File: config.mk
export PLATFORM = sky130hd
export DESIGN_NAME = nexys_starship_room_ctrl_flat
export DESIGN_NICKNAME = d
export VERILOG_FILES = /design/src/rtl/nexys_starship_pkg.sv /design/src/rtl/nexys_starship_room_ctrl_if.sv /design/src/rtl/nexys_starship_lfsr8.sv /design/src/rtl/nexys_starship_room_ctrl.sv /design/src/flat_wrapper.sv
export SDC_FILE = /design/constraint.sdc
export NUM_CORES = 1
export LEC_CHECK = 0
export BUFFER_PORTS_ARGS = -buffer_cell sky130_fd_sc_hd__buf_2
export CAP_MARGIN = 20
export CORE_ASPECT_RATIO = 0.5
export CORE_UTILIZATION = 50
export CTS_BUF_LIST = sky130_fd_sc_hd__clkbuf_2 sky130_fd_sc_hd__clkbuf_4 sky130_fd_sc_hd__clkbuf_8
export DETAILED_ROUTE_END_ITERATION = 10
export PLACE_DENSITY_LB_ADDON = 0.05
export SYNTH_ARGS = -nofsm -noshare
export SYNTH_HDL_FRONTEND = slang
export SYNTH_SLANG_ARGS = --single-unit
export TNS_END_PERCENT = 10
File: constraint.sdc
create_clock -name Clk -period 2.1 [get_ports Clk]
set_input_delay 0 -clock Clk [delete_from_list [all_inputs] [get_ports Clk]]
set_output_delay 0 -clock Clk [all_outputs]
set_load 0.005 [all_outputs]
File: src/rtl/nexys_starship_pkg.sv
// Shared types and constants for the Nexys Starship game blocks:
// room state encoding, combo type and the 8-bit LFSR step function.
package nexys_starship_pkg;

  typedef enum logic [2:0] {
    ROOM_INIT    = 3'b001,
    ROOM_WORKING = 3'b010,
    ROOM_REPAIR  = 3'b100
  } room_state_e;

  localparam logic [7:0] LFSR_TAPS = 8'hB8;  // x^8 + x^6 + x^5 + x^4 + 1

  localparam int COMBO_W = 4;
  typedef logic [COMBO_W-1:0] combo_t;

  function automatic logic [7:0] lfsr_next(input logic [7:0] cur);
    return {cur[6:0], ^(cur & LFSR_TAPS)};
  endfunction

endpackage

File: src/rtl/nexys_starship_room_ctrl_if.sv
// Game-side bundle for one room controller: play/repair controls in,
// state flags, repair combo and result pulses out.
interface nexys_starship_room_ctrl_if;

  logic                       play_flag;
  logic                       game_over;
  logic                       room_sel;
  logic                       submit;
  nexys_starship_pkg::combo_t hex_combo;
  logic                       force_break;

  logic                       q_Init;
  logic                       q_Working;
  logic                       q_Repair;
  nexys_starship_pkg::combo_t repair_combo;
  logic                       repaired;
  logic                       repair_fail;
  logic                       room_lost;

  modport master (
    output play_flag, game_over, room_sel, submit, hex_combo, force_break,
    input  q_Init, q_Working, q_Repair, repair_combo, repaired, repair_fail, room_lost
  );

  modport slave (
    input  play_flag, game_over, room_sel, submit, hex_combo, force_break,
    output q_Init, q_Working, q_Repair, repair_combo, repaired, repair_fail, room_lost
  );

endinterface

File: src/rtl/nexys_starship_lfsr8.sv
// 8-bit Fibonacci LFSR with enable; a zero seed is coerced to 1 so the
// register can never lock up in the all-zero state.
module nexys_starship_lfsr8
  import nexys_starship_pkg::*;
#(
  parameter logic [7:0] SEED = 8'hA5
) (
  input  logic       Clk,
  input  logic       Reset,
  input  logic       en,
  output logic [7:0] state
);

  localparam logic [7:0] SEED_EFF = (SEED == 8'h00) ? 8'h01 : SEED;

  logic [7:0] lfsr_q;
  logic [7:0] lfsr_d;

  always_comb begin
    lfsr_d = en ? lfsr_next(lfsr_q) : lfsr_q;
  end

  // NOTE: sequential state is updated with non-blocking assignments only, so
  // every flop samples the pre-edge values regardless of block ordering.
  always_ff @(posedge Clk or negedge Reset) begin
    if (!Reset) lfsr_q <= SEED_EFF;
    else        lfsr_q <= lfsr_d;
  end

  assign state = lfsr_q;

endmodule

File: src/rtl/nexys_starship_room_ctrl.sv
// Per-room damage/repair controller: randomly breaks the room during play,
// accepts the player's repair combo and flags room_lost on repair timeout.
module nexys_starship_room_ctrl
  import nexys_starship_pkg::*;
#(
  parameter int unsigned BREAK_INTERVAL = 100_000_000,
  parameter int unsigned REPAIR_TIMEOUT = 1_000_000_000,
  parameter logic [7:0]  LFSR_SEED      = 8'hA5
) (
  input logic                       Clk,
  input logic                       Reset,
  nexys_starship_room_ctrl_if.slave bus
);

  localparam int TICK_W = $clog2(BREAK_INTERVAL);
  localparam int TMR_W  = $clog2(REPAIR_TIMEOUT + 1);

  localparam logic [TICK_W-1:0] TICK_LAST = TICK_W'(BREAK_INTERVAL - 1);
  localparam logic [TMR_W-1:0]  TMR_LOAD  = TMR_W'(REPAIR_TIMEOUT);

  room_state_e        state_q,  state_d;
  logic [TICK_W-1:0]  tick_q,   tick_d;
  logic [TMR_W-1:0]   timer_q,  timer_d;
  combo_t             combo_q,  combo_d;
  logic               repaired_q,    repaired_d;
  logic               repair_fail_q, repair_fail_d;
  logic               room_lost_q,   room_lost_d;

  logic [7:0] lfsr_state;
  logic       lfsr_en;
  logic       lfsr_low_zero;
  combo_t     lfsr_combo;
  logic       tick_wrap;
  logic       attempt;
  logic       match;

  // The LFSR also freezes on a game_over cycle so Gameover never reseeds it.
  assign lfsr_en = (state_q != ROOM_INIT) && !bus.game_over;

  nexys_starship_lfsr8 #(
    .SEED (LFSR_SEED)
  ) u_lfsr (
    .Clk   (Clk),
    .Reset (Reset),
    .en    (lfsr_en),
    .state (lfsr_state)
  );

  assign lfsr_low_zero = (lfsr_state & 8'h07) == 8'h00;
  assign lfsr_combo    = combo_t'(lfsr_state >> 4);
  assign tick_wrap     = (tick_q == TICK_LAST);
  assign attempt       = bus.submit && bus.room_sel;
  assign match         = attempt && (bus.hex_combo == combo_q);

  always_comb begin
    // NOTE: every _d gets a default first, so no path can leave one
    // unassigned and infer a latch.
    state_d       = state_q;
    tick_d        = tick_q;
    timer_d       = timer_q;
    combo_d       = combo_q;
    room_lost_d   = room_lost_q;
    repaired_d    = 1'b0;
    repair_fail_d = 1'b0;

    if (bus.game_over) begin
      state_d     = ROOM_INIT;
      tick_d      = '0;
      timer_d     = '0;
      combo_d     = '0;
      room_lost_d = 1'b0;
    end else begin
      unique case (state_q)
        ROOM_INIT: begin
          if (bus.play_flag) state_d = ROOM_WORKING;
        end

        ROOM_WORKING: begin
          tick_d = tick_wrap ? '0 : tick_q + TICK_W'(1);
          if ((tick_wrap && lfsr_low_zero) || bus.force_break) begin
            state_d = ROOM_REPAIR;
            combo_d = lfsr_combo;
            timer_d = TMR_LOAD;
          end
        end

        ROOM_REPAIR: begin
          if (timer_q != '0) timer_d = timer_q - TMR_W'(1);
          if (match) begin
            // A match on the expiry cycle wins, so room_lost is not touched here.
            state_d    = ROOM_WORKING;
            repaired_d = 1'b1;
            combo_d    = '0;
            tick_d     = '0;
            timer_d    = '0;
          end else begin
            if (attempt)         repair_fail_d = 1'b1;
            if (timer_q == '0)   room_lost_d   = 1'b1;
          end
        end

        default: state_d = ROOM_INIT;
      endcase
    end
  end

  always_ff @(posedge Clk or negedge Reset) begin
    if (!Reset) begin
      state_q       <= ROOM_INIT;
      tick_q        <= '0;
      timer_q       <= '0;
      combo_q       <= '0;
      repaired_q    <= 1'b0;
      repair_fail_q <= 1'b0;
      room_lost_q   <= 1'b0;
    end else begin
      state_q       <= state_d;
      tick_q        <= tick_d;
      timer_q       <= timer_d;
      combo_q       <= combo_d;
      repaired_q    <= repaired_d;
      repair_fail_q <= repair_fail_d;
      room_lost_q   <= room_lost_d;
    end
  end

  assign bus.q_Init       = (state_q == ROOM_INIT);
  assign bus.q_Working    = (state_q == ROOM_WORKING);
  assign bus.q_Repair     = (state_q == ROOM_REPAIR);
  assign bus.repair_combo = combo_q;
  assign bus.repaired     = repaired_q;
  assign bus.repair_fail  = repair_fail_q;
  assign bus.room_lost    = room_lost_q;

endmodule
File: src/flat_wrapper.sv
// flat-port wrapper written by rule: the top's interface ports become plain ports
module nexys_starship_room_ctrl_flat import nexys_starship_pkg::*;
#(
  parameter int unsigned BREAK_INTERVAL = 100_000_000,
  parameter int unsigned REPAIR_TIMEOUT = 1_000_000_000,
  parameter logic [7:0]  LFSR_SEED      = 8'hA5
)
  (Clk, Reset, bus_play_flag, bus_game_over, bus_room_sel, bus_submit, bus_hex_combo, bus_force_break, bus_q_Init, bus_q_Working, bus_q_Repair, bus_repair_combo, bus_repaired, bus_repair_fail, bus_room_lost);
  nexys_starship_room_ctrl_if bus_i ();
  input logic Clk;
  input logic Reset;
  input wire logic [$bits(bus_i.play_flag)-1:0] bus_play_flag;
  input wire logic [$bits(bus_i.game_over)-1:0] bus_game_over;
  input wire logic [$bits(bus_i.room_sel)-1:0] bus_room_sel;
  input wire logic [$bits(bus_i.submit)-1:0] bus_submit;
  input wire logic [$bits(bus_i.hex_combo)-1:0] bus_hex_combo;
  input wire logic [$bits(bus_i.force_break)-1:0] bus_force_break;
  output wire logic [$bits(bus_i.q_Init)-1:0] bus_q_Init;
  output wire logic [$bits(bus_i.q_Working)-1:0] bus_q_Working;
  output wire logic [$bits(bus_i.q_Repair)-1:0] bus_q_Repair;
  output wire logic [$bits(bus_i.repair_combo)-1:0] bus_repair_combo;
  output wire logic [$bits(bus_i.repaired)-1:0] bus_repaired;
  output wire logic [$bits(bus_i.repair_fail)-1:0] bus_repair_fail;
  output wire logic [$bits(bus_i.room_lost)-1:0] bus_room_lost;
  assign bus_i.play_flag = bus_play_flag;
  assign bus_i.game_over = bus_game_over;
  assign bus_i.room_sel = bus_room_sel;
  assign bus_i.submit = bus_submit;
  assign bus_i.hex_combo = bus_hex_combo;
  assign bus_i.force_break = bus_force_break;
  assign bus_q_Init = bus_i.q_Init;
  assign bus_q_Working = bus_i.q_Working;
  assign bus_q_Repair = bus_i.q_Repair;
  assign bus_repair_combo = bus_i.repair_combo;
  assign bus_repaired = bus_i.repaired;
  assign bus_repair_fail = bus_i.repair_fail;
  assign bus_room_lost = bus_i.room_lost;
  nexys_starship_room_ctrl #(.BREAK_INTERVAL(BREAK_INTERVAL), .REPAIR_TIMEOUT(REPAIR_TIMEOUT), .LFSR_SEED(LFSR_SEED)) u_core (.Clk(Clk), .Reset(Reset), .bus(bus_i));
endmodule
==> impl_table.tex <==
\begin{tabular}{lr}
\hline
Metric & Value \\
\hline
\multicolumn{2}{l}{\textbf{Synthesis}} \\
Cell Area, Synth & between 0.004 and 0.005 sq mm \\
Biggest area consumer among synthesized cells & sky130\_fd\_sc\_hd\_\_dfrtp\_1 \\
Post-synthesis sequential area ratio & 0.431 \\
Post-synthesis area per instance & 8.98 sq um \\
Cells after Synth & 486 \\
Synth Net Count & 499 \\
Primary flip-flop cell chosen by synthesis mapping & sky130\_fd\_sc\_hd\_\_dfrtp\_1 \\
Synthesis Warnings & 0 \\
Number of enable-type register cells in the synthesized netlist & 0 \\
Number of synthesized register bits & 75 \\
Synth top area share & 0.401 \\
Distinct cell type count of the synthesized netlist & 69 \\
Top post-synthesis cells by area & sky130\_fd\_sc\_hd\_\_dfrtp\_1, sky130\_fd\_sc\_hd\_\_o21ai\_0, sky130\_fd\_sc\_hd\_\_nand2\_1 \\
Proportion of register bits with asynchronous set or reset after synthesis & 1.00 \\
\multicolumn{2}{l}{\textbf{Power and ir drop}} \\
Maximum VDD drop & 0.515 mV \\
Ratio of total power to cell area & about 760 mW/mm\^{}2 \\
Total leakage power & 2.50 nW \\
Post-layout total power & 4.45 mW \\
\multicolumn{2}{l}{\textbf{Placement}} \\
HPWL after detailed placement & 8340 microns \\
Input/output buffers & 20 \\
Final GP Congestion & around 0.87 \\
Total placed cells including tap cells & between 600 and 700 \\
\multicolumn{2}{l}{\textbf{Critical path}} \\
Critical path class & reg -> reg \\
Largest fanout on the critical path & 8 \\
Chain of cells forming the critical path & or4\_4, buf\_6, nor4\_4, o211ai\_2, buf\_6, a31oi\_1, o21ai\_1, o41ai\_1, buf\_4 \\
Critical path endpoint category & flip-flop \\
Data arrival at the endpoint of the critical path & 2460 ps \\
CP delay by family, top & simple AND/OR/NAND/NOR gates \\
Largest incremental delay on the critical path & about 550 ps \\
Endpoint required time on the critical path & 2410 ps \\
Crit-path most repeated cell & sky130\_fd\_sc\_hd\_\_buf\_6 \\
Kind of launch point of the worst setup path & flip-flop \\
Count of buffer and inverter cells on the critical path & 3 \\
Critical Path Slowest Stage Cell & sky130\_fd\_sc\_hd\_\_or4\_4 \\
\multicolumn{2}{l}{\textbf{Routing}} \\
DRT antenna net count & 0 \\
Post-Route WL & between 10000 and 15000 microns \\
Count of vias placed by the detailed router & 4269 \\
First-iteration detailed-routing DRC count & 399 \\
DRC violations left & 0 \\
DR vias/cell & roughly 5.9 \\
First-pass detailed-route iteration total & 7 \\
Wirelength per Cell & 16.4 microns \\
\multicolumn{2}{l}{\textbf{CTS}} \\
Clock latency on the worst-skew pair & 370 ps \\
H-tree depth & 3 \\
Clock buffer depth & 2 \\
Buffer type at the clock tree root & sky130\_fd\_sc\_hd\_\_clkbuf\_8 \\
Clock-pin slew on the worst setup and hold paths & 80 ps \\
CTS tree & yes \\
TritonCTS Buffers & 9 \\
Clk sink count & 75 \\
\multicolumn{2}{l}{\textbf{Layout}} \\
Fraction of final layout cells sized beyond drive strength 1 & 0.369 \\
Most frequent cells in the layout & sky130\_fd\_sc\_hd\_\_buf\_4, sky130\_fd\_sc\_hd\_\_dfrtp\_1, sky130\_fd\_sc\_hd\_\_nand2\_1, sky130\_fd\_sc\_hd\_\_nor2\_1, sky130\_fd\_sc\_hd\_\_o21ai\_0 \\
Number of antenna repair diodes & 0 \\
Most frequent standard cell in the layout excluding fill and tap cells & sky130\_fd\_sc\_hd\_\_buf\_4 \\
Area of the multi-input gates & 0.00255 sq mm \\
Final \#Nets & 621 \\
Synthesis-to-layout area growth & 33.9\% \\
Count of placed standard cells in the final layout, fillers left out & a little over 700 \\
Total of fill cells in the finished design & around 700 \\
FF/Latch Area & $\sim$0.0019 sq mm \\
\multicolumn{2}{l}{\textbf{STA}} \\
Total negative slack & -94.5 ps \\
Final setup violation count & 3 \\
Setup Skew & 13.2 ps \\
Number of endpoints with negative hold slack in the final report & 0 \\
Final critical path time including I/O delays and setup & roughly 2200 ps \\
Transition at the pin with the smallest max-transition slack & $\sim$460 ps \\
Setup ws final & -51.5 ps \\
Max-slew violations & 0 \\
Final critical-path share of the clock period & 1.02 \\
Unrepaired setup endpoints after global routing & yes \\
Maximum operating frequency & 465 MHz \\
Headroom to the max-slew limit & 0.692 \\
\multicolumn{2}{l}{\textbf{Global routing}} \\
GRT Util Overall & 0.268 \\
Vias in the first global route & 3711 \\
Largest net degree at the start of global routing & 45 \\
Initial antenna violation count & 0 \\
First-pass GRT wire length & 18700 microns \\
GR Overflow Total & 0 \\
\multicolumn{2}{l}{\textbf{Worst hold path}} \\
Path class of the lowest-slack min-delay path & in -> reg \\
\multicolumn{2}{l}{\textbf{Die}} \\
Die outline area & 0.00913 sq mm \\
Number of core rows & 23 \\
Core area & 0.00823 sq mm \\
Initial core utilization & 0.530 \\
Die H & 68.1 microns \\
X dimension of the die & between 100 and 150 microns \\
IO Pins & 21 \\
\multicolumn{2}{l}{\textbf{Flow run}} \\
Max-capacitance violation count & 0 \\
\multicolumn{2}{l}{\textbf{Run status}} \\
Failing checks & negative setup slack \\
Result of the run & complete, but fails checks \\
\hline
\end{tabular}
[layer usage]
layer	part of all wire	track usage
met1	0.48	0.372
met2	0.44	0.427
met3	0.063	0.0681
met4	0.012	0.0548
met5	0	0
[power breakdown]
group / switching (mW) / internal, mW
logic: 0.724 / 0.723
registers: 0.194 / 1.68
clock network: 0.554 / 0.572
total: 1.47 / 2.97
[registers in the layout (all words and copies together), names as in the netlist]
name,count
u_core.bus.repair_combo,4
u_core.tick_q,27
u_core.bus.repair_fail,1
u_core.u_lfsr.state,8
u_core.bus.repaired,1
u_core.timer_q,30
u_core.bus.room_lost,1
u_core.state_q,3
[tightest hold or removal path: cells and delay by family]
kind,cells,cell delay [ps]
and+or+nand+nor,2,250
buffers and inverters,1,100
[stage by stage]
stage	utilization	cell area (sq um)	hold WS, ps	worst slack, ps
3_5_place_dp	0.644	5300	-21.3	-83.4
3_3_place_gp	0.644	5300	-18.4	-73.8
6_report	0.710	5840	24.0	-51.5
5_1_grt	0.710	5840	31.3	-114
4_1_cts	0.683	5630	9.81	-35.3
2_1_floorplan	-	4370	-296	-113
[cells by family after synthesis]
logic type                 share of synthesized area
xor gates and xnor gates                      0.0421
buffers and inverters                         0.0421
and+or+nand+nor                                0.262
DFF                                            0.431
AOI/OAI and AO/OA                              0.194
muxes                                         0.0227
adders and majority gates                    0.00573
[final cells by class]
class                   count  share of cell area
multi-input cells         377               0.437
clock inverters             4             0.00899
flip-flops and latches     75               0.322
inverters                   8             0.00514
well taps                 112              0.0240
repair buffers            137               0.179
clock buffers              11              0.0238
[Yosys cell counts, types with 9 or more instances]
cell type and count:
sky130_fd_sc_hd__a21oi_1 20, sky130_fd_sc_hd__a31oi_1 14, sky130_fd_sc_hd__and3_1 10, sky130_fd_sc_hd__clkbuf_1 10, sky130_fd_sc_hd__dfrtp_1 70, sky130_fd_sc_hd__nand2_1 47, sky130_fd_sc_hd__nand3_1 17, sky130_fd_sc_hd__nand4_1 14
sky130_fd_sc_hd__nor2_1 42, sky130_fd_sc_hd__nor3_1 26, sky130_fd_sc_hd__nor4_1 9, sky130_fd_sc_hd__o21ai_0 55, sky130_fd_sc_hd__o31ai_1 12, sky130_fd_sc_hd__xnor2_1 19
[what timing repair did]
item / 4_1_cts / 5_1_grt
endpoints found under the setup margin: 21 / 57
resized for setup: 23 / 54
hold endpoints to repair: 71 / 0
pin swaps: 2 / 14
hold buffers: 2 / 0
buffers inserted: 2 / 7
[final timing paths]
path	end	start	slack [ps]	cells past startpoint
worst max-delay path	u_core.timer_q[18]$_DFFE_PN0P_	u_core.timer_q[16]$_DFFE_PN0P_	-50	9
worst min-delay path	u_core.bus.repair_fail$_DFF_PN0_	bus_room_sel	20	3
worst max register to register	u_core.timer_q[18]$_DFFE_PN0P_	u_core.timer_q[16]$_DFFE_PN0P_	-50	9
worst min register to register	u_core.timer_q[13]$_DFFE_PN0P_	u_core.timer_q[13]$_DFFE_PN0P_	480	1
max in group asynchronous	u_core.u_lfsr.state[2]$_DFFE_PN1P_	Reset	1330	3
min in group asynchronous	u_core.timer_q[27]$_DFFE_PN0P_	Reset	120	2
No activity file was read; power rests on OpenSTA's default activity.
